## src/rtl/store_merge_unit.sv

```systemverilog
// Store merge unit: word stores write straight through, half/byte stores read-modify-write the aligned word.
// Define STORE_MISALIGN_CHK_EN to reject misaligned half/word stores with a one-cycle err pulse.
module store_merge_unit #(
  parameter int unsigned CPU_WORD = 32,
  parameter int unsigned HALF_LEN = 16,
  parameter int unsigned BYTE_LEN = 8
) (
  input  logic                clk,
  input  logic                rst_n,
  input  logic                req_valid,
  input  logic                sw,
  input  logic                sh,
  input  logic                sb,
  input  logic [CPU_WORD-1:0] addr,
  input  logic [CPU_WORD-1:0] wdata,
  output logic                ready,
  output logic                done,
  output logic                err,
  output logic [CPU_WORD-1:0] mem_addr,
  output logic                mem_re,
  input  logic [CPU_WORD-1:0] mem_rdata,
  output logic                mem_we,
  output logic [CPU_WORD-1:0] mem_wdata
);

  typedef enum logic [1:0] {IDLE, READ, MERGE, WRITE} state_t;
  typedef enum logic [1:0] {OP_W, OP_H, OP_B} op_t;

  state_t              state;
  op_t                 op_reg;
  op_t                 op_dec_c;
  logic [CPU_WORD-1:0] addr_reg;
  logic [CPU_WORD-1:0] wdata_reg;
  logic                accept_c;
  logic                misalign_c;

  // Replace one little-endian lane of the read word with the store data LSBs.
  function automatic logic [CPU_WORD-1:0] merge_lane(
    input logic [CPU_WORD-1:0] rd,
    input logic [CPU_WORD-1:0] wd,
    input op_t                 op,
    input logic [1:0]          lane
  );
    logic [CPU_WORD-1:0] m;
    m = rd;
    if (op == OP_B)
      m[BYTE_LEN*32'(lane) +: BYTE_LEN] = wd[BYTE_LEN-1:0];
    else if (op == OP_H)
      m[HALF_LEN*32'(lane[1]) +: HALF_LEN] = wd[HALF_LEN-1:0];
    else
      m = wd;
    return m;
  endfunction

  // Strobe decode with sh > sb > sw priority.
  always_comb begin
    op_dec_c = OP_W;
    if (sh)
      op_dec_c = OP_H;
    else if (sb)
      op_dec_c = OP_B;
    accept_c = ready && req_valid && (sw || sh || sb);
`ifdef STORE_MISALIGN_CHK_EN
    misalign_c = ((op_dec_c == OP_H) && addr[0]) ||
                 ((op_dec_c == OP_W) && (addr[1:0] != 2'b00));
`else
    misalign_c = 1'b0;
`endif
  end

  always_ff @(posedge clk) begin
    if (!rst_n) begin
      state     <= IDLE;
      op_reg    <= OP_W;
      addr_reg  <= '0;
      wdata_reg <= '0;
      ready     <= 1'b1;
      done      <= 1'b0;
      err       <= 1'b0;
      mem_addr  <= '0;
      mem_re    <= 1'b0;
      mem_we    <= 1'b0;
      mem_wdata <= '0;
    end else begin
      done   <= 1'b0;
      err    <= 1'b0;
      mem_re <= 1'b0;
      mem_we <= 1'b0;
      case (state)
        IDLE: begin
          if (accept_c) begin
            if (misalign_c) begin
              // Rejected store: no memory traffic, unit stays idle.
              err <= 1'b1;
            end else begin
              addr_reg  <= addr;
              wdata_reg <= wdata;
              op_reg    <= op_dec_c;
              ready     <= 1'b0;
              mem_addr  <= {addr[CPU_WORD-1:2], 2'b00};
              if (op_dec_c == OP_W) begin
                state     <= WRITE;
                mem_we    <= 1'b1;
                done      <= 1'b1;
                mem_wdata <= wdata;
              end else begin
                state  <= READ;
                mem_re <= 1'b1;
              end
            end
          end
        end
        READ: begin
          state    <= MERGE;
          mem_addr <= {addr_reg[CPU_WORD-1:2], 2'b00};
        end
        MERGE: begin
          // mem_rdata is valid here, one cycle after mem_re.
          state     <= WRITE;
          mem_we    <= 1'b1;
          done      <= 1'b1;
          mem_wdata <= merge_lane(mem_rdata, wdata_reg, op_reg, addr_reg[1:0]);
        end
        WRITE: begin
          state     <= IDLE;
          ready     <= 1'b1;
          mem_addr  <= '0;
          mem_wdata <= '0;
        end
        default: begin
          state <= IDLE;
          ready <= 1'b1;
        end
      endcase
    end
  end

endmodule

```

## config.mk

```make
export PLATFORM = sky130hd
export DESIGN_NAME = store_merge_unit
export DESIGN_NICKNAME = d
export VERILOG_FILES = /design/src/rtl/store_merge_unit.sv
export SDC_FILE = /design/constraint.sdc
export NUM_CORES = 1
export LEC_CHECK = 0
export BUFFER_PORTS_ARGS = -buffer_cell sky130_fd_sc_hd__buf_2
export CAP_MARGIN = 20
export CORE_ASPECT_RATIO = 1.1
export CORE_UTILIZATION = 45
export DETAILED_ROUTE_END_ITERATION = 16
export PLACE_DENSITY = 0.72
export SLEW_MARGIN = 0
export SYNTH_ARGS = -nofsm -noshare
export SYNTH_HDL_FRONTEND = slang
export SYNTH_SLANG_ARGS = --single-unit
```

## constraint.sdc

```tcl
create_clock -name clk -period 4.4 [get_ports clk]
set_input_delay 0.44 -clock clk [delete_from_list [all_inputs] [get_ports clk]]
set_output_delay 0.44 -clock clk [all_outputs]
set_load 0.02 [all_outputs]
```

==> impl_metrics.ini <==
[clocking]
cts_buffers = 17
clock_latency_ns = 0.42
post_cts_buffers = 0
cts_buffer_depth = 2
cts_tree = yes
cts_htree_levels = 4
clk_pin_slew_ns = 0.06
cts_resized = 0
root_buffer = clkbuf_16
clock-sinks = 133
post_cts_hold_buffer_count = 0

[critical_path]
slowest_stage = o22ai_4
critPathRequiredTime_ns = 4.74
start_kind = register
crit_type = reg -> reg
path_max_fanout = 39
cp-end-kind = register
critPathArrivalTime_ns = 3.01
crit_chain = inv_1 > ha_1 > nand3_2 > o22ai_4 > buf_4 > o21ai_1 > a31oi_1
crit_path_max_incr_delay_ns = 0.84

[synthesis]
synth_most_common_cell = nand2_1
synth_ff_type = dfxtp_1
ys_warn_count = 0
yosysUniqueCellTypes = 40
yosys.area.top_type = dfxtp_1
ys_seq_elements = 133
synth_common_cells = 204 x nand2_1, 133 x dfxtp_1, 61 x a21boi_0
synth_top_area_share_pct = 37.7
ys_seq_area_share_pct = 37.7
synth_edf_count = 0
syn_inst = 878
netlist_area_um2 = 7070
async_flop_share_pct = 0
synth_area_leaders = dfxtp_1 38%, nand2_1 11%, a21boi_0 6.5%
avgSynthCellArea_um2 = 8.05

[sta]
setup_violations = 0
period_needed_ns = 2.68
tightest_slew_ns = 1.05
rsz0062_at_grt = no
fin_skew_ns = 0.00792
finalHoldViolCount = 0
maxSlewViolCount = 0
setup_tns_ns = 0
timing.slew.headroom_pct = 29.8
fmax_mhz = 374
period_share_pct = 60.8

[floorplanning]
die_width_um = 122
initial_utilization_pct = 46.4
ios = 171
core_region_area_um2 = 15200
die_h_um = 133
rows = 47
dieArea_um2 = 16200

[finish]
diodes = 0
syn2layout_area_growth_pct = 20.3
drive_above_1_share_pct = 22.5
nFillCells = 1437
finalNonFillerCells = 1193
num-nets-final = 1095
final_util_pct = 55.8

[drt]
wl_per_cell_um = 16.8
wl_um = 20100
drc_errors = 0
vias_per_cell = 5.75
num_vias = 6862
detail_route.first_pass.iterations = 5
antenna_left = 0
drtIter0Drc = 615

[power]
vdd.ir_drop.worst_mv = 0.337
p_leak_nw = 3.67
clockPowerShare_pct = 29.9
pwr-share-seq_pct = 32.7
p_sw_share_pct = 38.3
p_comb_share_pct = 37.4
power_switching_w = 0.00197
internal-power_w = 0.00317
power.density_nw_per_um2 = 604

[global_routing]
antenna_found_initial = 0
grt_first_pass_wirelength_um = 32100
grt_max_degree = 103
gr-total-overflow = 0
grt_usage_pct = 24.8
grt_pass1_vias = 6510

[run]
max-cap-violations = 0

[place]
dpl.cell_count = 1159
place_congestion = 0.853
dp_hpwl_um = 13000
numPortBuffers = 167

[worst_hold_path]
hold_class = in -> reg

[run_status]
status = completed
-- power groups by stage --
stage / logic, W / registers (W) / clock network (W)
finish: 0.00192 / 0.00168 / 0.00154
global route: 0.00213 / 0.00171 / 0.00160
CTS: 0.00191 / 0.00168 / 0.00155
detailed placement: 0.00190 / 0.00170 / 0
global placement: 0.00186 / 0.00170 / 0
floorplan: 0.00128 / 0.00182 / 0
-- final timing paths --
| path | start | end | slack (ns) | depth (start not counted) |
|---|---|---|---|---|
| worst max-delay path | state[0]$_SDFFE_PN0P_ | mem_wdata[17]$_SDFFE_PN0P_ | 1.72 | 7 |
| worst min-delay path | addr[4] | addr_reg[4]$_SDFFE_PN0P_ | 0.27 | 3 |
| worst max register to register | state[0]$_SDFFE_PN0P_ | mem_wdata[17]$_SDFFE_PN0P_ | 1.72 | 7 |
| worst min register to register | addr_reg[2]$_SDFFE_PN0P_ | addr_reg[2]$_SDFFE_PN0P_ | 0.46 | 2 |
-- metal layers --
metal / global-route usage (%) / share of wire, % / vias up
li1: - / - / 3344
met1: 30.9 / 43 / 3192
met2: 41.2 / 47 / 290
met3: 6.46 / 7.5 / 36
met4: 8.64 / 2.0 / 0
met5: 0 / 0 / -
-- cell type report --
| cell class | count | area, µm² | share of cell area [%] |
|---|---|---|---|
| multi-input combinational | 628 | 3910 | 46.0 |
| sequential | 133 | 2660 | 31.3 |
| timing repair buffer | 182 | 963 | 11.3 |
| clock buffer | 20 | 467 | 5.49 |
| tap | 196 | 245 | 2.88 |
| clock inverter | 12 | 175 | 2.06 |
| inverter | 22 | 82.6 | 0.971 |
-- through the flow --
step                      hold slack [ns]  worst slack, ns  instance area (µm²)  power, W
after floorplan                     0.435             2.06                 7080   0.00310
after global placement              0.443             1.85                 7840   0.00356
after detailed placement            0.452             1.73                 7840   0.00360
after CTS                           0.254             1.72                 8480   0.00514
after global routing                0.275             1.50                 8510   0.00545
final                               0.266             1.72                 8510   0.00514
-- cells in the final DEF, fill, tap and decap left out, types with 8 or more instances in the layout --
master / n
o2111ai_1: 16
dfxtp_1: 133
buf_2: 166
o21ai_1: 33
clkbuf_16: 17
o211a_1: 30
nor2b_1: 19
nand2_1: 204
a21boi_0: 61
mux2i_1: 16
nor3b_1: 31
o21a_1: 17
nor3_1: 26
inv_1: 21
o21ai_0: 18
o32a_1: 16
a31oi_1: 33
ha_1: 8
buf_4: 15
a221o_1: 16
a221oi_1: 16
nor4b_1: 8
a21oi_1: 31
-- critical path: cells and delay by family (launching register included) --
family / cells / cell delay (ns)
AOI/OAI and AO/OA: 3 / 1.11
adders and majority gates: 1 / 0.40
buffers and inverters: 2 / 0.52
DFF: 1 / 0.32
and+or+nand+nor: 1 / 0.22
-- kinds of logic after synthesis --
logic type	count (synthesis)	share of synthesized area [%]
compound gates	295	30.8
fa+ha+maj	9	1.59
buf+inv	119	7.50
flops	133	37.7
mux	16	2.26
other cells	1	0.0530
simple gates	305	20.2
No activity file was read; power rests on OpenSTA's default activity.
